**config.mk**
```make
export PLATFORM = sky130hd
export DESIGN_NAME = approx_mult_pipe
export DESIGN_NICKNAME = d
export VERILOG_FILES = /design/src/rtl/approx_mult_pkg.sv /design/src/rtl/seg_trunc.sv /design/src/rtl/approx_mult_pipe.sv
export SDC_FILE = /design/constraint.sdc
export NUM_CORES = 1
export LEC_CHECK = 0
export ABC_AREA = 1
export CAP_MARGIN = 20
export CELL_PAD_IN_SITES_DETAIL_PLACEMENT = 1
export CELL_PAD_IN_SITES_GLOBAL_PLACEMENT = 1
export CORE_MARGIN = 1.5
export CORE_UTILIZATION = 43
export CTS_CLUSTER_SIZE = 16
export DETAILED_ROUTE_END_ITERATION = 16
export HOLD_SLACK_MARGIN = 0.06
export PLACE_DENSITY_LB_ADDON = 0.1
export SETUP_SLACK_MARGIN = 0.1
export SLEW_MARGIN = 10
export SYNTH_ARGS = -nofsm -noshare
export SYNTH_HDL_FRONTEND = slang
export SYNTH_SLANG_ARGS = --single-unit
```
**constraint.sdc**
```tcl
create_clock -name clk -period 8.9 [get_ports clk]
set_input_delay 0.89 -clock clk [delete_from_list [all_inputs] [get_ports clk]]
set_output_delay 0.89 -clock clk [all_outputs]
set_load 0.1 [all_outputs]
```
**src/rtl/approx_mult_pkg.sv**
```systemverilog
// approx_mult_pkg: definitions shared by the approximate multiplier pipeline
// and its testbench.
//   MODE_EXACT / MODE_APPROX : per-beat mode encoding (in_mode / out_mode).
//   lead_one_idx             : index of the highest set bit, -1 for zero.
//   seg_trunc_val            : keeps the top `seg` significant bits of x and
//                              clears everything below them.
// Both functions work on a MAXW-bit container, so operands up to MAXW bits
// wide are handled; callers zero-extend into it and truncate the result.
package approx_mult_pkg;

  localparam logic MODE_EXACT  = 1'b0;
  localparam logic MODE_APPROX = 1'b1;

  localparam int MAXW = 64;

  function automatic int lead_one_idx(input logic [MAXW-1:0] x);
    int idx;
    idx = -1;
    for (int i = 0; i < MAXW; i++) begin
      if (x[i]) idx = i;
    end
    return idx;
  endfunction

  function automatic logic [MAXW-1:0] seg_trunc_val(input logic [MAXW-1:0] x,
                                                    input int seg);
    int              p;
    logic [MAXW-1:0] mask;
    p = lead_one_idx(x);
    // p == -1 (x == 0) also lands here, so zero passes through unchanged.
    if (p < seg) return x;
    // Clear bits [p-seg:0], leaving exactly `seg` bits from the leading one.
    mask = (MAXW'(1) << (p - seg + 1)) - MAXW'(1);
    return x & ~mask;
  endfunction

endpackage

```
**src/rtl/seg_trunc.sv**
```systemverilog
// seg_trunc: combinational single-operand truncator.
//   x  : operand, unsigned WIDTH bits.
//   en : 1 = truncate to SEG significant bits, 0 = pass x through.
//   y  : truncated (or untouched) operand.
module seg_trunc
  import approx_mult_pkg::*;
#(
  parameter int WIDTH = 8,
  parameter int SEG   = 4
) (
  input  logic [WIDTH-1:0] x,
  input  logic             en,
  output logic [WIDTH-1:0] y
);

  always_comb begin
    y = x;
    if (en) y = WIDTH'(seg_trunc_val(MAXW'(x), SEG));
  end

endmodule

```
**src/rtl/approx_mult_pipe.sv**
```systemverilog
// approx_mult_pipe: 3-stage pipelined unsigned multiplier with per-beat
// exact / segment-truncated approximate mode and on-chip error statistics.
//   clk, rst          : clock, synchronous active-high reset.
//   in_valid/in_ready : input handshake; in_a, in_b operands, in_mode mode.
//   out_valid/out_ready : output handshake; out_p product, out_err =
//                       exact - out_p, out_mode the beat's mode.
//   clear_stats       : zeroes the statistics (wins over a same-cycle retire).
//   stat_count / stat_err_sum / stat_err_max : approximate-mode statistics.
// The whole pipeline advances together (adv) so bubbles are preserved and a
// stalled output holds every stage.
module approx_mult_pipe
  import approx_mult_pkg::*;
#(
  parameter int WIDTH = 8,
  parameter int SEG   = 4,
  parameter int ACCW  = 32
) (
  input  logic                 clk,
  input  logic                 rst,
  input  logic                 in_valid,
  output logic                 in_ready,
  input  logic [WIDTH-1:0]     in_a,
  input  logic [WIDTH-1:0]     in_b,
  input  logic                 in_mode,
  output logic                 out_valid,
  input  logic                 out_ready,
  output logic [2*WIDTH-1:0]   out_p,
  output logic [2*WIDTH-1:0]   out_err,
  output logic                 out_mode,
  input  logic                 clear_stats,
  output logic [ACCW-1:0]      stat_count,
  output logic [ACCW-1:0]      stat_err_sum,
  output logic [2*WIDTH-1:0]   stat_err_max
);

  localparam int PW   = 2 * WIDTH;
  // One spare bit above the wider of the two addends catches overflow.
  localparam int SUMW = ((ACCW > PW) ? ACCW : PW) + 1;

  logic             s1_valid_q, s1_valid_d;
  logic [WIDTH-1:0] s1_a_q, s1_a_d, s1_b_q, s1_b_d;
  logic             s1_mode_q, s1_mode_d;

  logic             s2_valid_q, s2_valid_d;
  logic [WIDTH-1:0] s2_a_q, s2_a_d, s2_b_q, s2_b_d;
  logic [WIDTH-1:0] s2_at_q, s2_at_d, s2_bt_q, s2_bt_d;
  logic             s2_mode_q, s2_mode_d;

  logic             out_valid_q, out_valid_d;
  logic [PW-1:0]    out_p_q, out_p_d, out_err_q, out_err_d;
  logic             out_mode_q, out_mode_d;

  logic [ACCW-1:0]  stat_count_q, stat_count_d;
  logic [ACCW-1:0]  stat_sum_q, stat_sum_d;
  logic [PW-1:0]    stat_max_q, stat_max_d;

  logic             adv;
  logic             retire;
  logic [WIDTH-1:0] a_trunc, b_trunc;
  logic [PW-1:0]    prod_exact, prod_apx;
  logic [SUMW-1:0]  sum_ext;

  seg_trunc #(.WIDTH(WIDTH), .SEG(SEG)) u_trunc_a (
    .x  (s1_a_q),
    .en (s1_mode_q == MODE_APPROX),
    .y  (a_trunc)
  );

  seg_trunc #(.WIDTH(WIDTH), .SEG(SEG)) u_trunc_b (
    .x  (s1_b_q),
    .en (s1_mode_q == MODE_APPROX),
    .y  (b_trunc)
  );

  assign adv      = !out_valid_q || out_ready;
  assign in_ready = adv && !rst;
  assign retire   = out_valid_q && out_ready;

  // Datapath: every stage loads together when the pipeline advances.
  always_comb begin
    s1_valid_d  = s1_valid_q;
    s1_a_d      = s1_a_q;
    s1_b_d      = s1_b_q;
    s1_mode_d   = s1_mode_q;
    s2_valid_d  = s2_valid_q;
    s2_a_d      = s2_a_q;
    s2_b_d      = s2_b_q;
    s2_at_d     = s2_at_q;
    s2_bt_d     = s2_bt_q;
    s2_mode_d   = s2_mode_q;
    out_valid_d = out_valid_q;
    out_p_d     = out_p_q;
    out_err_d   = out_err_q;
    out_mode_d  = out_mode_q;
    prod_exact  = PW'(s2_a_q) * PW'(s2_b_q);
    prod_apx    = PW'(s2_at_q) * PW'(s2_bt_q);
    if (adv) begin
      s1_valid_d  = in_valid;
      s1_a_d      = in_a;
      s1_b_d      = in_b;
      s1_mode_d   = in_mode;
      s2_valid_d  = s1_valid_q;
      s2_a_d      = s1_a_q;
      s2_b_d      = s1_b_q;
      s2_at_d     = a_trunc;
      s2_bt_d     = b_trunc;
      s2_mode_d   = s1_mode_q;
      out_valid_d = s2_valid_q;
      out_p_d     = prod_apx;
      // Truncation only clears bits, so prod_apx <= prod_exact: no wrap.
      out_err_d   = prod_exact - prod_apx;
      out_mode_d  = s2_mode_q;
    end
  end

  // Statistics: only retired approximate beats count; clear has priority.
  always_comb begin
    stat_count_d = stat_count_q;
    stat_sum_d   = stat_sum_q;
    stat_max_d   = stat_max_q;
    sum_ext      = SUMW'(stat_sum_q) + SUMW'(out_err_q);
    if (clear_stats) begin
      stat_count_d = '0;
      stat_sum_d   = '0;
      stat_max_d   = '0;
    end else if (retire && (out_mode_q == MODE_APPROX)) begin
      if (stat_count_q != '1) stat_count_d = stat_count_q + ACCW'(1);
      if (sum_ext > SUMW'({ACCW{1'b1}})) stat_sum_d = '1;
      else                               stat_sum_d = ACCW'(sum_ext);
      if (out_err_q > stat_max_q) stat_max_d = out_err_q;
    end
  end

  always_ff @(posedge clk) begin
    if (rst) begin
      s1_valid_q   <= 1'b0;
      s1_a_q       <= '0;
      s1_b_q       <= '0;
      s1_mode_q    <= 1'b0;
      s2_valid_q   <= 1'b0;
      s2_a_q       <= '0;
      s2_b_q       <= '0;
      s2_at_q      <= '0;
      s2_bt_q      <= '0;
      s2_mode_q    <= 1'b0;
      out_valid_q  <= 1'b0;
      out_p_q      <= '0;
      out_err_q    <= '0;
      out_mode_q   <= 1'b0;
      stat_count_q <= '0;
      stat_sum_q   <= '0;
      stat_max_q   <= '0;
    end else begin
      s1_valid_q   <= s1_valid_d;
      s1_a_q       <= s1_a_d;
      s1_b_q       <= s1_b_d;
      s1_mode_q    <= s1_mode_d;
      s2_valid_q   <= s2_valid_d;
      s2_a_q       <= s2_a_d;
      s2_b_q       <= s2_b_d;
      s2_at_q      <= s2_at_d;
      s2_bt_q      <= s2_bt_d;
      s2_mode_q    <= s2_mode_d;
      out_valid_q  <= out_valid_d;
      out_p_q      <= out_p_d;
      out_err_q    <= out_err_d;
      out_mode_q   <= out_mode_d;
      stat_count_q <= stat_count_d;
      stat_sum_q   <= stat_sum_d;
      stat_max_q   <= stat_max_d;
    end
  end

  assign out_valid    = out_valid_q;
  assign out_p        = out_p_q;
  assign out_err      = out_err_q;
  assign out_mode     = out_mode_q;
  assign stat_count   = stat_count_q;
  assign stat_err_sum = stat_sum_q;
  assign stat_err_max = stat_max_q;

endmodule

```
== Word level (Yosys, flattened, before mapping) ==
Cells that the tools add are included.
Word-level totals
  word-level logic and storage cells: 77
  flip-flop bits (word level): 166
  memory bits (writable): 0
  memories: 0
  bits in latches: 0
  bits in read-only memories: 0
  output and inout bits: 115
Operators by class
  $add $sub $neg: 9
  bitwise logic cells: 4
  equal/unequal tests: 1
  divide/modulo/power cells: 0
  magnitude comparators: 4
  reduce and logical (&&, ||, !) cells: 9
  shifts and indexed selects: 2
  $mul: 2
  multiplexer cells: 29
Operator list (count)
  32-bit 2-to-1 mux: 19
  32-bit by 2-bit adder with 32-bit output (second input constant): 2
  32-bit by 4-bit < comparator with 1-bit output (second input constant): 2
  1-bit by 32-bit left shift with 8-bit output (first input constant): 2
  32-bit by 4-bit subtractor with 32-bit output (second input constant): 2
  8-bit 2-to-1 mux: 6
  32-bit by 16-bit adder with 33-bit output: 1
  33-bit by 32-bit greater-than comparator with 1-bit output (second input constant): 1
  32-bit by 1-bit adder with 32-bit output (second input constant): 1
  8-bit by 8-bit multiplier with 16-bit output: 2
  32-bit != test (second input constant): 1
  8-bit AND: 2
  16-bit greater-than comparator: 1
  8-bit NOT: 2
  16-bit subtractor: 1
  8-bit by 2-bit subtractor with 8-bit output (second input constant): 2
  1-bit 2-to-1 mux: 4
  2-bit AND reduction: 2
  1-bit logical AND: 3
  1-bit zero test: 2
  2-bit OR reduction: 1
  1-bit logical OR: 1

== Longest topological paths before layout ==
Gate-level depths: netlist of run 1.
  depth in word-level cells: 17
  depth in mapped cells: 38
  gate-level depth less buffers: 37

== Cells and area by module ==
From an unflattened synthesis of run 1, not the netlist that was laid out.
Unflattened totals
  cell total of the unflattened synthesis: 2200
  area, all modules: 14885.5 sq um
By module, submodules not included
  approx_mult_pipe: seq. area each 3323.2 sq um, cells an instance 1992, area an instance 13664.4 sq um, times used 1
  seg_trunc: seq. area each 0.0 sq um, cells an instance 104, area an instance 610.6 sq um, times used 2

== Worst setup path after synthesis of run 1 ==
Ideal clock, no wire load.
  path kind: register to register
  start point: reg s2_at_q[0]
  end point: reg out_err_q[13] (netlist: out_err[13])
  path slack: 1.548 ns
  data arrival time: 7.234 ns
  path buffers: 1
  clock period less this slack: 7.352 ns
  cell stages (with the launch flop): 33
  setup time: 0.119 ns
  data required time: 8.781 ns
  cell sequence: dfxtp_1 -> clkbuf_1 -> nand2_1 -> fa_1 -> fa_1 -> inv_1 -> fa_1 -> inv_1 -> fa_1 -> inv_1 -> ha_1 -> inv_1 -> nor3_1 -> nand2_1 -> o211ai_1 -> xor2_1 -> inv_1 -> fa_1 -> inv_1 -> fa_1 -> inv_1 -> fa_1 -> inv_1 -> fa_1 -> inv_1 -> ha_1 -> a21oi_1 -> a21boi_0 -> o21ai_0 -> nand2_1 -> inv_1 -> o221ai_1 -> inv_1
Between the ends
  longest elaborated chain between the ends: 2
Ends and longest elaborated chain
  start: declaration: line approx_mult_pipe.sv:46  | logic [WIDTH-1:0] s2_at_q, s2_at_d, s2_bt_q, s2_bt_d;
  start signal: assignment: line approx_mult_pipe.sv:161  | s2_at_q <= s2_at_d;
  8-bit by 8-bit multiplier with 16-bit output: line approx_mult_pipe.sv:96  | prod_apx = PW'(s2_at_q) * PW'(s2_bt_q);
  16-bit subtractor: line approx_mult_pipe.sv:111  | out_err_d = prod_exact - prod_apx;
  end signal: assignment: line approx_mult_pipe.sv:166  | out_err_q <= out_err_d;
  end: declaration: line approx_mult_pipe.sv:50  | logic [PW-1:0] out_p_q, out_p_d, out_err_q, out_err_d;
Every way passes these cells.
A chain may end at the register's enable or synchronous reset.

== Worst setup path in the final report of run 1 ==
  start point: reg s2_at_q[1]
  end point: reg out_err_q[13] (netlist: out_err[13])
Same word-level chain as after synthesis.

==> flow_summary.toml, run 1 <==
[worst_setup_path]
critPathMaxFanout = 9
crit_path_top_delay_cell = "fa_1"
cp.required_ps = 9240
max_stage_delay_ps = 550
critPathKind = "flop to flop"
critPathCaptureType = "flop"
arrival_ps = 8210
cp-start-kind = "flop"
path_common_cell = "inv_1"

[die]
dieHeight_microns = 182
fp.dieW_microns = 182
die_area_sq_mm = 0.0332
io_pins = 137
rows = 65
core_sq_mm = 0.0316
start_util_pct = 43.8

[routing]
num_vias = 12703
routed_via_density = 5.22
wl_microns = 41800
drt_iter0_drc = 534
drc = 0
ant_nets = 0
firstDrtPassIters = 4
avgRoutedWirePerCell_microns = 17.2

[synth]
ys_warn_count = 0
yosys.area_share.simple_pct = 21.6
synth_nets = 2163
async_reset_ff_share_pct = 0
synth_top_area_share_pct = 24.1
synth_ff_type = "dfxtp_1"
synthTopCellsByArea = "dfxtp_1 24%, fa_1 12%, ha_1 11%, inv_1 11%, nand2_1 10%"
avgSynthCellArea_sq_um = 7.14
ys_ff_latch = 166
post-synth-top-area-cell = "dfxtp_1"
synth_cell_types = 50
synth.area.mux_share_pct = 0
syn-instance-count = 1934
synth_fa_ha_area_share_pct = 23.4
synth-xor-area-share_pct = 3.74
synth_top_family_by_area = "adder cells"
synth-edff-count = 0
synth_compound_area_share_pct = 13.8
syn_area_sq_mm = 0.0138
ys_seq_area_share_pct = 24.1

[layout]
layout_commonest_cell = "inv_1"
antenna_cells = 0
final_cell_mix = "397 x inv_1, 377 x nand2_1, 166 x dfxtp_1"
final_nets = 2248
areaGrowthSynthToFinish_pct = 16.0
drive_gt1_share_pct = 5.07

[sta]
fin_crit_ps = 7870
finalSetupTns_ps = 0
worstMarginPinSlew_ps = 1080
slew_violations = 0
setup_viol = 0
rsz0062_at_grt = "false"
max_freq_ghz = 0.127
finalClockSkew_ps = 13.8
hold_violations = 0
finalWorstSetupSlack_ps = 1030
fin_crit_sh_pct = 88.4
relSlewSlack_pct = 27.8

[grt]
grt_max_degree = 70
grt_pass1_wl_microns = 68600
grt-ovfl-total = 0
grt_use_total_pct = 26.1
grt_pass1_vias = 13511
antenna_found_initial = 0

[clock_tree]
cts_buffers = 17
clock_latency_ps = 450
cts_resized = 0
tritoncts = "built"
postCtsSetupRepairBufs = 0
cts.sinks = 166
clockRootBuffer = "clkbuf_16"
holdBufCountCts = 0
cts_max_path_buffers = 2
ctsHtreeMaxLevel = 4
clkTransAtPathRegs_ps = 70

[placed_design]
portBuffers = 136
preCtsSetupSlack_ps = 1030
place.gp.congestion = 0.885
dp_hpwl_microns = 32700

[pwr]
report.power.total_w = 0.00242
p_per_area_mw_per_mm2 = 151
irDropWorstVdd_uv = 140
leakage_nw = 7.94

[job]
cap_viol_max_count = 0

[hold_path]
hold_path_class = "flop to flop"

[status]
status = "finished, final reports clean"
==> worst max-delay path: cells and delay by family (launching register included) <==
kind,cells,cell delay [ps]
AOI/OAI and AO/OA,5,1040
buffers and inverters,11,630
DFF,1,540
adders and majority gates,10,4910
and+or+nand+nor,4,480
xor gates and xnor gates,1,170
==> cell usage after synthesis, drive strengths merged, types with 4 or more instances <==
master and count:
buf 8, nand3b 6, o211ai 19, nor2 129
a21o 5, nand2 388, o21ai 120, clkbuf 69
a211oi 7, ha 121, nand4 23, o21bai 13
inv 411, dfxtp 166, nand3 76, o21a 4
a21oi 146, nor4 5, a31oi 15, nor3 42
xnor2 26, fa 86, xor2 33
==> report_power, final <==
part / leakage [nW] / internal, W / switching, W
clock network: 0.265 / 0.000408 / 0.000337
registers: 1.35 / 0.000784 / 0.0000879
logic: 6.33 / 0.000253 / 0.000546
total: 7.94 / 0.00145 / 0.000971
==> sequential cells by signal (all words and copies together) (netlist names) <==
register and cells:
s1_a_q 8, s2_mode_q 1, stat_count 32, s1_b_q 8
out_mode 1, s2_at_q 8, s2_valid_q 1, s2_bt_q 8
out_err 16, s2_a_q 8, out_p 16, stat_err_sum 32
s1_valid_q 1, s1_mode_q 1, out_valid 1, s2_b_q 8
stat_err_max 16
==> metrics by stage <==
stage | hold WS, ps | cells | cell area, sq um | utilization [%]
floorplan | 430 | 1934 | 13800 | -
global placement | 443 | 2402 | 15400 | 49.0
detailed placement | 447 | 2402 | 15400 | 49.0
CTS | 459 | 2434 | 16000 | 50.8
global route | 497 | 2434 | 16000 | 50.8
finish | 453 | 2434 | 16000 | 50.8
==> logic make-up after synthesis <==
group | Yosys count
compound gates | 338
xor+xnor | 59
fa+ha+maj | 207
buf+inv | 491
flops | 166
simple gates | 673
==> final timing paths <==
| check | end | slack (ps) | from | cells after the start |
|---|---|---|---|---|
| setup / recovery | out_err[13]$_SDFFE_PP0N_ | 1030 | s2_at_q[1]$_SDFFE_PP0N_ | 31 |
| hold / removal | s2_mode_q$_SDFFE_PP0N_ | 450 | s2_mode_q$_SDFFE_PP0N_ | 2 |
| setup reg to reg | out_err[13]$_SDFFE_PP0N_ | 1030 | s2_at_q[1]$_SDFFE_PP0N_ | 31 |
| hold reg to reg | s2_mode_q$_SDFFE_PP0N_ | 450 | s2_mode_q$_SDFFE_PP0N_ | 2 |
==> area by class of cell <==
type | count | area, sq um
timing repair buffer | 143 | 1410
inverter | 414 | 1560
sequential | 166 | 3320
multi-input combinational | 1277 | 8650
clock inverter | 10 | 98.8
fill | 4015 | 15500
clock buffer | 22 | 474
tap | 402 | 503
==> metal layers <==
metal | global-route usage [%] | part of all wire (%) | vias to the layer above
met3 | 2.89 | 2.6 | 61
met5 | 0 | 0 | -
li1 | - | - | 6234
met4 | 10.4 | 3.2 | 0
met2 | 46.4 | 49 | 204
met1 | 32.1 | 46 | 6204
(Power assumes the default switching activity.)
==> run 2: changes to the inputs <==
--- a/config.mk
+++ b/config.mk
@@ -16,6 +16,7 @@
 export HOLD_SLACK_MARGIN = 0.06
 export PLACE_DENSITY_LB_ADDON = 0.1
 export SETUP_SLACK_MARGIN = 0.1
+export SKIP_LAST_GASP = 1
 export SLEW_MARGIN = 10
 export SYNTH_ARGS = -nofsm -noshare
 export SYNTH_HDL_FRONTEND = slang
==> results of run 2 <==
The final DEF is identical to that of run 1; final timing and power are the same.
==> run 3: changes to the inputs <==
--- a/config.mk
+++ b/config.mk
@@ -5,12 +5,12 @@
 export SDC_FILE = /design/constraint.sdc
 export NUM_CORES = 1
 export LEC_CHECK = 0
-export ABC_AREA = 1
+export ABC_AREA = 0
 export CAP_MARGIN = 20
 export CELL_PAD_IN_SITES_DETAIL_PLACEMENT = 1
 export CELL_PAD_IN_SITES_GLOBAL_PLACEMENT = 1
 export CORE_MARGIN = 1.5
-export CORE_UTILIZATION = 43
+export CORE_UTILIZATION = 44
 export CTS_CLUSTER_SIZE = 16
 export DETAILED_ROUTE_END_ITERATION = 16
 export HOLD_SLACK_MARGIN = 0.06
==> constraint.sdc (replaced) <==
create_clock -name clk -period 8.9 [get_ports clk]
set_input_delay 0.89 -clock clk [delete_from_list [all_inputs] [get_ports clk]]
set_output_delay 0.89 -clock clk [all_outputs]
set_load 0.01 [all_outputs]
==> flow_summary.toml, run 3 <==
[status]
status = "finished, final reports clean"

[die]
rows = 61
io_pins = 137
dieHeight_microns = 173
die_area_sq_mm = 0.0298
start_util_pct = 45.2
core_sq_mm = 0.0280
fp.dieW_microns = 173

[routing]
ant_nets = 0
num_vias = 11057
firstDrtPassIters = 5
avgRoutedWirePerCell_microns = 18.4
drt_iter0_drc = 550
drc = 0
routed_via_density = 5.47
wl_microns = 37200

[sta]
setup_viol = 0
max_freq_ghz = 0.123
rsz0062_at_grt = "false"
finalSetupTns_ps = 0
holdWs_ps = 455
finalClockSkew_ps = 11.5
hold_violations = 0
worstMarginPinSlew_ps = 988
relSlewSlack_pct = 34.2
slew_violations = 0
fin_crit_ps = 8140
fin_crit_sh_pct = 91.5

[synth]
synth_ff_type = "dfxtp_1"
ys_warn_count = 0
syn-instance-count = 1523
synthTopCellsByCount = "206 x nand2_1, 166 x dfxtp_1, 155 x inv_1"
synth_most_common_cell = "nand2_1"
syn_area_sq_mm = 0.0126
synthTopCellsByArea = "dfxtp_1 26%, fa_1 14%, ha_1 12%, nand2_1 6.1%, and2_1 4.6%"
ys_ff_latch = 166
post-synth-top-area-cell = "dfxtp_1"
synth_top_area_share_pct = 26.3
synth_nets = 1752
async_reset_ff_share_pct = 0
avgSynthCellArea_sq_um = 8.30
synth-edff-count = 0
ys_seq_area_share_pct = 26.3
synth_cell_types = 63

[grt]
grt_use_total_pct = 25.9
antenna_found_initial = 0
grt-ovfl-total = 0
grt_pass1_wl_microns = 61700
grt_max_degree = 88
grt_pass1_vias = 11864

[clock_tree]
ctsHtreeMaxLevel = 4
clkTransAtPathRegs_ps = 70
postCtsSetupRepairBufs = 0
cts_buffers = 17
cts_max_path_buffers = 2
tritoncts = "built"
holdBufCountCts = 0
clock_latency_ps = 450
cts_resized = 0
cts.sinks = 166
clockRootBuffer = "clkbuf_16"

[layout]
final_nets = 1860
final_cell_mix = "206 x nand2_1, 166 x dfxtp_1, 155 x inv_1"
areaGrowthSynthToFinish_pct = 17.9
drive_gt1_share_pct = 3.35
layout.cells.non_filler = 2022
layout_commonest_cell = "nand2_1"
seqCellArea_sq_mm = 0.00332
multi_input_area_sq_mm = 0.00855
antenna_cells = 0
fillCellCount = 3358

[worst_setup_path]
critPathTopFamily = "adder cells"
crit_path_top_delay_cell = "fa_1"
arrival_ps = 8470
critPathKind = "flop to flop"
cp.required_ps = 9230
critPathMaxFanout = 9
r2r-start = "s2_at_q[2]$_SDFFE_PP0N_"
max_stage_delay_ps = 550
cp.depth = 30
critPathCaptureType = "flop"
worst-path-buf-inv = 6
r2r_end = "out_err[15]$_SDFFE_PP0N_"
r2r_slack_ps = 760
cp-start-kind = "flop"
r2r_cells = 30
path_common_cell = "fa_1"

[hold_path]
hold_path_class = "flop to flop"
hold_end = "out_p[1]$_SDFFE_PP0N_"
hold_path.startpoint = "out_p[1]$_SDFFE_PP0N_"
min_path_cells = 2

[placed_design]
place_inst = 1989
place.gp.congestion = 0.858
portBuffers = 136
dp_hpwl_microns = 28300

[pwr]
leakage_nw = 6.35
irDropWorstVdd_uv = 128
p_per_area_mw_per_mm2 = 142

[job]
cap_viol_max_count = 0
[run 3: cell count changes after synthesis, sizes merged, moves of 28 or more]
| cell | before | now |
|---|---|---|
| nand3 | 76 | 29 |
| o21ai | 120 | 60 |
| a21oi | 146 | 118 |
| and2 | 0 | 94 |
| nand2 | 388 | 206 |
| inv | 411 | 155 |
[run 3: power breakdown]
part           switching (W)  total, W  internal, W
clock network       0.000330  0.000751     0.000421
registers          0.0000805  0.000858     0.000777
logic               0.000276  0.000509     0.000233
total               0.000686   0.00212      0.00143
[run 3: final cells by class]
class | instances | area share (%)
clock inverter | 11 | 0.847
inverter | 155 | 3.90
sequential | 166 | 22.3
tap | 378 | 3.17
timing repair buffer | 142 | 9.45
clock buffer | 21 | 3.02
multi-input combinational | 1149 | 57.3
[run 3: logic make-up after synthesis]
group | Yosys count | share of synthesized area, %
and+or+nand+nor | 564 | 21.5
AOI/OAI and AO/OA | 291 | 14.2
buffers and inverters | 208 | 6.24
adders and majority gates | 207 | 25.6
DFF | 166 | 26.3
xor gates and xnor gates | 68 | 4.71
muxes | 19 | 1.50
[run 3: worst max-delay path by stage]
stage                                 start  slack (ps)                       end
floorplan           s2_at_q[1]$_SDFFE_PP0N_        1350  out_err[15]$_SDFFE_PP0N_
global placement    s2_at_q[2]$_SDFFE_PP0N_         940  out_err[15]$_SDFFE_PP0N_
detailed placement  s2_at_q[2]$_SDFFE_PP0N_         800  out_err[15]$_SDFFE_PP0N_
CTS                 s2_at_q[2]$_SDFFE_PP0N_         740  out_err[15]$_SDFFE_PP0N_
global route        s2_at_q[2]$_SDFFE_PP0N_         360  out_err[15]$_SDFFE_PP0N_
finish              s2_at_q[2]$_SDFFE_PP0N_         760  out_err[15]$_SDFFE_PP0N_
[run 3: through the flow]
stage | total power, W | instance area [sq um] | utilization, % | setup slack, ps
after floorplan | 0.00119 | 12600 | - | 1350
after global placement | 0.00136 | 14300 | 51.1 | 944
after detailed placement | 0.00138 | 14300 | 51.1 | 798
after CTS | 0.00214 | 14900 | 53.2 | 744
final | 0.00212 | 14900 | 53.2 | 757
after global routing | 0.00224 | 14900 | 53.2 | 363
[run 3: per-layer routing]
metal	vias up	part of all wire, %	global-route usage, %
li1	5327	-	-
met3	60	3.6	4.86
met1	5462	44	32.0
met5	-	0	0
met4	0	2.7	8.70
met2	208	49	45.3
[run 3: worst reg2reg max path, delay by kind of cell, from the launching register on]
kind	cells	cell delay [ps]
buffers and inverters	6	340
AND/OR/NAND/NOR	3	780
multiplexers	1	260
AO/OA/AOI/OAI	8	930
XOR/XNOR	2	290
adder cells (fa/ha/maj)	10	4920
flip-flops	1	510
==> RTL edit: new RTL, config.mk and constraints of run 2 <==
Take the reset off `stat_sum_q` and load it in a clocked block of its own.
--- a/src/rtl/approx_mult_pipe.sv
+++ b/src/rtl/approx_mult_pipe.sv
@@ -150,3 +150,2 @@
       stat_count_q <= '0;
-      stat_sum_q   <= '0;
       stat_max_q   <= '0;
@@ -168,5 +167,8 @@
       stat_count_q <= stat_count_d;
-      stat_sum_q   <= stat_sum_d;
       stat_max_q   <= stat_max_d;
     end
+  end
+
+  always_ff @(posedge clk) begin
+    stat_sum_q <= stat_sum_d;
   end
Function: not settled (the Yosys comparison gave no result); the edit may change what the design does.
==> RTL edit against run 2 <==
- combinational power is 0.8% lower
- sequential power is 0.7% higher
- clock power is 3% lower
- area after synthesis is 0.85% lower
- power is 0.82% lower
- via count is 1.3% lower
- cell area is 1.1% lower
- setup slack worse by 200 ps
- sequential cell count stayed put
- routed wire length is 3.2% lower
==> RTL edit: results (changes against run 2) <==
{| class="wikitable"
! Metric !! Value
|-
| FF-to-FF path depth || 32 (was 31)
|-
| Worst VDD drop || 0.1342 mV (was 0.1399 mV)
|-
| Origin of the worst setup path || s2_bt_q[7] (was s2_at_q[1])
|-
| WL met3 || 1.232 mm (was 1.075 mm)
|-
| Share of final-layout standard cells stronger than drive strength 1 || 4.127% (was 5.069%)
|-
| Synth Net Count || 2142 (was 2163)
|-
| DR iter-0 viols || 489 (was 534)
|-
| Pin slew with the least headroom to its limit || 1136 ps (was 1079 ps)
|-
| Met1 Usage GRT || 33.20% (was 32.10%)
|-
| Gr usage total || 25.56% (was 26.07%)
|-
| Estimated wirelength of the detail-placed design || 31.67 mm (was 32.68 mm)
|-
| Total cell area at the placement stage || 15300 um^2 (was 15450 um^2)
|-
| Hold path start || s2_valid_q (was s2_mode_q)
|-
| M1 WL || 19.20 mm (was 19.04 mm)
|-
| Met2 wire length || 19.38 mm (was 20.38 mm)
|-
| Final worst clock skew || 14.70 ps (was 13.81 ps)
|-
| Top post-synthesis cells by count || sky130_fd_sc_hd__inv_1 (390), sky130_fd_sc_hd__nand2_1 (380), sky130_fd_sc_hd__dfxtp_1 (166) (was sky130_fd_sc_hd__inv_1 (398), sky130_fd_sc_hd__nand2_1 (377), sky130_fd_sc_hd__dfxtp_1 (166))
|-
| Fillers || 4028 (was 4015)
|-
| NumNets Final || 2227 (was 2248)
|-
| Number of distinct library cell variants in the gate-level netlist after synthesis || 48 (was 50)
|-
| Via Count || 12540 (was 12700)
|-
| Most area-consuming cells after synthesis || sky130_fd_sc_hd__dfxtp_1 (24%), sky130_fd_sc_hd__fa_1 (13%), sky130_fd_sc_hd__ha_1 (11%) (was sky130_fd_sc_hd__dfxtp_1 (24%), sky130_fd_sc_hd__fa_1 (12%), sky130_fd_sc_hd__ha_1 (11%))
|-
| Synth Area in Compound Gates || 14.88% (was 13.82%)
|-
| Worst R2R Setup Slack || 830 ps (was 1030 ps)
|-
| Worst flop-to-flop path endpoint || out_err[15] (was out_err[13])
|-
| Result of the run || complete, no violations (unchanged)
|-
| Post-detailed-route wirelength per cell || 16.78 um (was 17.19 um)
|-
| Count of TritonRoute iterations in the first routing pass || 5 (was 4)
|-
| Pin count of the biggest net entering global routing || 100 (was 70)
|-
| Fraction of the mapped netlist area in adder cells || 23.63% (was 23.43%)
|-
| Final-layout worst hold slack || 458.3 ps (was 453.3 ps)
|-
| Lkg Pwr || 7.669 nW (was 7.942 nW)
|}
-- RTL edit: cell types whose count changed in the layout (fill, tap and decap cells not counted), moves of 11 or more --
| cell | run 2 | this run |
|---|---|---|
| sky130_fd_sc_hd__a21oi_2 | 4 | 16 |
| sky130_fd_sc_hd__nor3_1 | 32 | 44 |
| sky130_fd_sc_hd__a21oi_1 | 141 | 152 |
| sky130_fd_sc_hd__o21ai_0 | 110 | 127 |
| sky130_fd_sc_hd__nor2_1 | 118 | 107 |
-- RTL edit: worst min-delay path by stage --
stage / endpoint / depth (start not counted)
2_1_floorplan: s2_valid_q / 2
3_3_place_gp: s2_valid_q / 2
3_5_place_dp: s2_valid_q / 2
4_1_cts: s2_valid_q / 2
5_1_grt: s2_valid_q / 2
6_report: s2_valid_q / 2
-- RTL edit: stage by stage --
step | setup WS, ps | util (%) | std cells
after floorplan | 1339 | - | 1913
after detailed placement | 812.5 | 48.61 | 2381
after global placement | 925.4 | 48.61 | 2381
after CTS | 789.4 | 50.35 | 2413
final | 834.8 | 50.35 | 2413
after global routing | 190.0 | 50.35 | 2413
-- RTL edit: worst max-delay path, delay by kind of cell (launching register included) --
family	cells	cell delay (ps)
AOI/OAI and AO/OA	4	850
buffers and inverters	9	520
xor gates and xnor gates	1	170
and+or+nand+nor	8	1010
DFF	1	490
adders and majority gates	10	4970
-- RTL edit: report_power, final --
group,leakage (nW),switching [mW],internal [mW]
sequential,1.35,0.0934,0.784
clock,0.262,0.361,0.365
combinational,6.06,0.542,0.250
-- RTL edit: layout make-up --
type                    instances  share of cell area [%]
multi-input cells            1276                   54.18
flip-flops and latches        166                   20.97
inverters                     395                   9.357
repair buffers                142                   8.875
well taps                     402                   3.174
clock buffers                  18                   2.708
clock inverters                14                  0.7343
